--- src/rtl/simple_bus_master.sv ---
// simple_bus_master: queues read/write commands and issues them one at a time on a req/ack slave bus.
// Latency: req rises 2 edges after an idle enqueue; the response is valid the edge after ack; one transaction is in flight.
// Backpressure: cmd_ready drops while the FIFO is full; the response is held until rsp_ready. Option: SIMPLE_BUS_MASTER_TIMEOUT_EN.
module simple_bus_master #(
    parameter int DEPTH          = 4,
    parameter int TIMEOUT_CYCLES = 16
) (
    input  logic                     clk,
    input  logic                     reset,
    input  logic                     cmd_valid,
    output logic                     cmd_ready,
    input  logic                     cmd_wr,
    input  logic [7:0]               cmd_addr,
    input  logic [7:0]               cmd_wdata,
    output logic                     rsp_valid,
    input  logic                     rsp_ready,
    output logic                     rsp_wr,
    output logic [7:0]               rsp_rdata,
    output logic                     rsp_err,
    output logic                     req,
    output logic                     wr1rd0,
    output logic [7:0]               addr,
    output logic [7:0]               data,
    input  logic                     ack,
    input  logic [7:0]               rd_data,
    output logic                     busy,
    output logic [$clog2(DEPTH):0]   cmd_count
);
    localparam int AW = $clog2(DEPTH);

    typedef enum logic [1:0] {S_IDLE, S_REQ, S_RSP} state_t;

    state_t        r_state;
    state_t        w_next;
    logic [16:0]   r_mem [DEPTH];
    logic [AW-1:0] r_wptr;
    logic [AW-1:0] r_rptr;
    logic [AW:0]   r_count;
    logic          w_full;
    logic          w_empty;
    logic          w_push;
    logic          w_pop;
    logic          w_done;
    logic          w_expire;

    assign w_full    = (r_count == (AW+1)'(DEPTH));
    assign w_empty   = (r_count == '0);
    assign w_push    = cmd_valid && !w_full;
    assign cmd_ready = !w_full;
    assign cmd_count = r_count;

    always_ff @(posedge clk or posedge reset) begin
        if (reset) begin
            r_wptr  <= '0;
            r_rptr  <= '0;
            r_count <= '0;
        end else begin
            if (w_push) r_wptr <= r_wptr + 1'b1;
            if (w_pop)  r_rptr <= r_rptr + 1'b1;
            if (w_push && !w_pop)
                r_count <= r_count + 1'b1;
            else if (!w_push && w_pop)
                r_count <= r_count - 1'b1;
        end
    end

    // Storage needs no reset: the pointers and count define what is valid.
    always_ff @(posedge clk) begin
        if (w_push) r_mem[r_wptr] <= {cmd_wr, cmd_addr, cmd_wdata};
    end

`ifdef SIMPLE_BUS_MASTER_TIMEOUT_EN
    localparam int TW = $clog2(TIMEOUT_CYCLES) + 1;
    logic [TW-1:0] r_to_cnt;

    always_ff @(posedge clk or posedge reset) begin
        if (reset)
            r_to_cnt <= '0;
        else if (w_pop)
            r_to_cnt <= '0;
        else if (r_state == S_REQ && !ack)
            r_to_cnt <= r_to_cnt + 1'b1;
    end

    // Expiry excludes ack so a late ack on the final cycle still completes normally.
    assign w_expire = (r_state == S_REQ) && !ack && (r_to_cnt == TW'(TIMEOUT_CYCLES - 1));
`else
    assign w_expire = 1'b0 && (TIMEOUT_CYCLES > 0);
`endif

    always_ff @(posedge clk or posedge reset) begin
        if (reset)
            r_state <= S_IDLE;
        else
            r_state <= w_next;
    end

    always_comb begin
        w_next = r_state;
        w_pop  = 1'b0;
        w_done = 1'b0;
        case (r_state)
            S_IDLE: if (!w_empty) begin
                w_pop  = 1'b1;
                w_next = S_REQ;
            end
            S_REQ: if (ack || w_expire) begin
                w_done = 1'b1;
                w_next = S_RSP;
            end
            S_RSP: if (rsp_ready) w_next = S_IDLE;
            default: w_next = S_IDLE;
        endcase
    end

    always_ff @(posedge clk or posedge reset) begin
        if (reset) begin
            wr1rd0    <= 1'b0;
            addr      <= 8'h00;
            data      <= 8'h00;
            rsp_wr    <= 1'b0;
            rsp_rdata <= 8'h00;
            rsp_err   <= 1'b0;
        end else begin
            if (w_pop) {wr1rd0, addr, data} <= r_mem[r_rptr];
            if (w_done) begin
                rsp_wr    <= wr1rd0;
                rsp_err   <= w_expire;
                rsp_rdata <= (!wr1rd0 && !w_expire) ? rd_data : 8'h00;
            end
        end
    end

    assign req       = (r_state == S_REQ);
    assign rsp_valid = (r_state == S_RSP);
    assign busy      = (r_state != S_IDLE) || !w_empty;
endmodule

--- config.mk ---
export PLATFORM = sky130hd
export DESIGN_NAME = simple_bus_master
export DESIGN_NICKNAME = d
export VERILOG_FILES = /design/src/rtl/simple_bus_master.sv
export SDC_FILE = /design/constraint.sdc
export NUM_CORES = 1
export LEC_CHECK = 0
export CORE_AREA = 2 2 120 87
export CTS_CLUSTER_SIZE = 8
export DETAILED_ROUTE_END_ITERATION = 10
export DIE_AREA = 0 0 122 89
export MAX_ROUTING_LAYER = met4
export SYNTH_ARGS = -nofsm -noshare
export SYNTH_HDL_FRONTEND = slang
export SYNTH_SLANG_ARGS = --single-unit
--- constraint.sdc ---
create_clock -name clk -period 2.9 [get_ports clk]
set_input_delay 0.725 -clock clk [delete_from_list [all_inputs] [get_ports clk]]
set_output_delay 0.725 -clock clk [all_outputs]
set_load 0.01 [all_outputs]
# --- After elaboration in Yosys (flattened, before gate mapping) ---
# Memory sizes are Yosys's and may differ from the RTL's. A register that Yosys moved wholly into a read port is not among the register bits.
# Cells that the tools add are included.
word_totals:
  memories: 1
  ram_bits: 68
  reg_bits: 18
  word_cells: 43
  in_bits: 30
  output_inout_bits: 34
classes:
  n_mux: 13
  eq_ne: 6
  add_sub_neg: 4
  reduce_logical: 13
mem_list:
  columns: ["name", "words", "word_bits", "read_ports", "rd_clocked_by_memory_dff", "wr", "line", "rtl"]
  rows:
  - ["r_mem", 4, 17, 1, 1, 1, "35", "logic [16:0] r_mem [DEPTH];"]
op_table:
  columns: ["op", "n"]
  rows:
  - ["$mux 8", 1]
  - ["$mux 1", 6]
  - ["$mux 2", 3]
  - ["$mux 3", 2]
  - ["$pmux 2 s3", 1]
  - ["$add 2x1->2 const B", 2]
  - ["$logic_not 1->1", 4]
  - ["$ne 2x1->1 const B", 2]
  - ["$reduce_bool 2->1", 2]
  - ["$add 3x1->3 const B", 1]
  - ["$eq 3x3->1 const B", 1]
  - ["$logic_and 1x1->1", 3]
  - ["$logic_not 3->1", 1]
  - ["$reduce_and 3->1", 1]
  - ["$sub 3x1->3 const B", 1]
  - ["$eq 2x1->1 const B", 1]
  - ["$eq 2x2->1 const B", 1]
  - ["$logic_not 2->1", 1]
  - ["$ne 2x2->1 const B", 1]
  - ["$logic_or 1x1->1", 1]

# --- Longest topological paths before layout ---
logic_depth:
  word_depth: 7
  depth_mapped: 9
  mapped_depth_nobuf: 8

# --- Worst setup path before layout ---
# No wires, ideal clock.
synth_timing:
  kind: "reg-to-reg"
  from: "register r_count[1], in the netlist cmd_count[1]"
  to: "register r_count[2], in the netlist cmd_count[2]"
  path_slack_ns: 0.697
  t_arrival_ns: 2.124
  path_stages_with_launch: 10
  setup_ns: 0.079
  required_ns: 2.821
  n_path_buf: 1
  period_less_slack_ns: 2.203
  path_cell_list: "dfrtp_1 > or3_1 > nand2_1 > buf_2 > ha_1 > inv_1 > fa_1 > xor2_1 > nor2_1 > xor2_1"
synth_via:
  elab_chain_len: 6
  word_cells_on_any_way: 15
  classes_between: "add/sub: 2; eq/ne: 1; mux: 4; reduce/logical: 8"
synth_rtl:
  columns: ["item", "line", "rtl"]
  rows:
  - ["start, declared", "38", "logic [AW:0] r_count;"]
  - ["start signal, assigned", "61", "r_count <= r_count + 1'b1;"]
  - ["start signal, assigned", "63", "r_count <= r_count - 1'b1;"]
  - ["branches (longest 6 deep; another with $sub 3x1->3)", null, null]
# Several ways; the timed one is not identified. The select of a mux whose other input is x is not followed.
# A chain may end at the register's enable or synchronous reset.

# --- Final worst setup path ---
layout_timing:
  from: "register r_count[1], in the netlist cmd_count[1]"
  to: "output port busy"
layout_via:
  elab_chain_len: 3
layout_rtl:
  columns: ["item", "line", "rtl"]
  rows:
  - ["$logic_not 3->1", "47", "assign w_empty = (r_count == '0);"]
  - ["$logic_not 1->1", "136", "assign busy = (r_state != S_IDLE) || !w_empty;"]
  - ["$logic_or 1x1->1", "136", null]
  - ["end, declared", "26", "output logic busy,"]
# No other way between the ends.

==> flow_summary.yaml <==
timing:
  worst_pin_slew_ps: 805.5
  period_needed_ps: 2578
  tns_ps: 0
  hold_viol_final: 0
  slew_viol_final: 0
  setup_violations: 0
  rsz0062_at_grt: "no"
  final.setup_skew_ps: 9.428
  max_freq_mhz: 387.9
  fin_ws_ps: 322.1
  maxSlewHeadroom_pct: 46.30
  finalCritPeriodShare_pct: 88.89
clocking:
  clk_latency_ps: 340
  h-tree-depth: 3
  clk_path_buf_depth: 2
  hold_buffers: 0
  cts.sinks: 103
  post_cts_buffers: 0
  cts_made_buffers: 9
  cts-resized-gates: 0
  cts-root-buf: "clkbuf_16"
  tritoncts: "yes"
  clkTransAtPathRegs_ps: 70
yosys:
  muxShareOfSynthArea_pct: 15.80
  synth_top_family_by_area: "multiplexers"
  postSynthCellCount: 209
  yosys_warnings: 0
  synthSimpleGateAreaFrac_pct: 4.044
  seq_area_frac_synth_pct: 73.10
  synth_fa_ha_area_share_pct: 2.069
  netlist_area_um2: 3991
  synth-xor-area-share_pct: 1.317
  synth_nets: 245
  syn_area_per_cell_um2: 19.10
  synth_cell_type_count: 25
  synth-compound-area-share_pct: 1.442
  synth-seq-cells: 103
outcome:
  status: "completed"
finish:
  fillers: 789
  areaGrowthSynthToFinish_pct: 26.90
  final-seq-area_um2: 2918
  final_cells: 417
  multi_input_area_um2: 988.4
  diodes: 0
  fin_area_um2: 5065
  nets: 320
  drive_gt1_share_pct: 19.03
place:
  gp_congestion: 0.6838
  dp_slack_ps: 327.3
  numPortBuffers: 62
  post-dp-hpwl_um: 4370
  placed_area_um2: 4797
  dp_cells: 401
global_route:
  antenna_found_initial: 0
  grt_pass1_vias: 2026
  grtUsageTotal_pct: 14.56
  grt_pass1_wl_um: 11120
  grt_max_degree: 36
  grt_overflow: 0
job:
  maxCapViolCount: 0
setup_path:
  slowest_stage: "clkdlybuf4s50_1"
  crit_path_max_fanout: 5
  worst_setup_path_start_kind: "flop"
  r2r_start: "cmd_count[1]"
  worst-r2r-cell-count: 8
  end_kind: "primary output"
  setup.worst_path.class: "flop to primary output"
  rr_endpoint: "cmd_count[2]"
  crit_path_cell_trace: "or3_1 > nand2b_1 > clkdlybuf4s50_1"
  worstPathRequired_ps: 2170
  max_stage_delay_ps: 480
  arrival_ps: 1850
  reg2reg_slack_ps: 810
routing:
  viasPerCell: 4.815
  wl_per_cell_um: 16.44
  drt-initial-drc-count: 134
  drt-total-wl_um: 6854
  vias: 2008
  drtAntennaViolNets: 0
  dr.pass1.iters: 4
  drc: 0
die:
  die_w_um: 122
  core_um2: 9572
  num_rows: 30
  start_util_pct: 41.70
  die_y_um: 89
  io_pins: 64
  dieArea_um2: 10860
hold_path:
  min_path_type: "flop to flop"
  holdPathStages: 2
  min_to: "rsp_rdata[6]"
  min_from: "rsp_rdata[6]"
power:
  powerDensity_nw_per_um2: 1039
  p_leak_nw: 1.866
  ir_drop_v: 0.0003491
==> logic make-up (layout without fill, tap and decap cells) <==
family	count (synthesis)	after routing
other	1	1
buffers and inverters	14	94
flip-flops	103	103
multiplexers	37	37
AND/OR/NAND/NOR	31	31
XOR/XNOR	6	6
adder cells (fa/ha/maj)	6	6
AO/OA/AOI/OAI	11	11
==> state kept, by name, summed over array words and instances, names as in the netlist <==
| signal | flops |
|---|---|
| data | 8 |
| r_rptr | 2 |
| cmd_count | 3 |
| rsp_wr | 1 |
| rsp_rdata | 8 |
| addr | 8 |
| r_wptr | 2 |
| r_mem | 68 |
| wr1rd0 | 1 |
| r_state | 2 |
==> worst max path at each step <==
stage                 startpoint           end  slack [ps]  depth (start not counted)
finish              cmd_count[1]          busy         320                          3
global route        cmd_count[1]          busy         210                          3
CTS                 cmd_count[0]          busy         300                          3
detailed placement     cmd_valid  cmd_count[2]         330                          8
global placement       cmd_valid  cmd_count[2]         350                          8
floorplan           cmd_count[1]  cmd_count[2]         700                          9
==> final cells by class <==
| cell class | count | area share [%] |
|---|---|---|
| flip-flops and latches | 103 | 57.61 |
| multi-input cells | 92 | 19.52 |
| repair buffers | 72 | 13.98 |
| clock buffers | 11 | 4.595 |
| well taps | 128 | 3.162 |
| clock inverters | 5 | 0.6917 |
| inverters | 6 | 0.4447 |
==> metrics by stage <==
step	hold slack, ps	power (mW)	util (%)
2_1_floorplan	516.2	3.451	-
3_3_place_gp	464.8	4.215	50.12
3_5_place_dp	472.4	4.254	50.12
4_1_cts	486.3	5.352	52.92
5_1_grt	511.5	5.614	52.92
6_report	482.4	5.264	52.92
==> cells in the final DEF (no fill, tap or decap), types with 3 or more instances in the layout <==
| cell | netlist | final |
|---|---|---|
| and2_1 | 4 | 4 |
| inv_1 | 6 | 6 |
| nand2_1 | 10 | 10 |
| xnor2_1 | 4 | 4 |
| mux4_2 | 11 | 11 |
| buf_4 | 1 | 9 |
| o21ai_0 | 10 | 10 |
| nor2_1 | 3 | 3 |
| edfxtp_1 | 68 | 68 |
| dfrtp_1 | 35 | 35 |
| ha_1 | 5 | 5 |
| mux4_1 | 6 | 6 |
| clkdlybuf4s50_1 | 0 | 62 |
| nand2b_1 | 11 | 11 |
| mux2_2 | 20 | 20 |
| clkbuf_16 | 0 | 9 |
==> metal layers <==
| layer | part of all wire [%] | track usage, % |
|---|---|---|
| met1 | 50 | 20.62 |
| met2 | 43 | 19.96 |
| met3 | 6.5 | 5.102 |
| met4 | 0.67 | 4.075 |
| met5 | 0 | - |
==> report_power, final <==
group / leakage (nW) / switching [mW] / internal, mW
Combinational: 0.691 / 0.758 / 1.10
Clock: 0.130 / 0.506 / 0.584
Sequential: 1.04 / 0.273 / 2.04
Total: 1.87 / 1.54 / 3.73
==> cell usage after synthesis <==
cell type   n  area share [%]
conb_1      1           0.094
buf_2       4            0.50
fa_1        1            0.50
or3_1       1            0.16
and2_1      4            0.63
buf_6       1            0.28
clkbuf_1    1           0.094
dfrtp_1    35              22
nand2b_1   11             1.7
buf_4       1            0.19
o21ai_0    10             1.3
edfxtp_1   68              51
nand3_1     1            0.13
mux4_2     11             6.2
inv_1       6            0.56
nand3b_1    1            0.19
xor2_1      2            0.44
nand2_1    10            0.94
xnor2_1     4            0.88
ha_1        5             1.6
a21boi_1    1            0.19
buf_12      1            0.50
mux2_2     20             5.6
nor2_1      3            0.28
mux4_1      6             3.9
==> critical path, delay by kind of cell, from the launching register on <==
kind	cells	cell delay [ps]
simple gates	2	600
flops	1	430
buf+inv	1	480
Note: power is estimated with default switching activity, not from simulation.
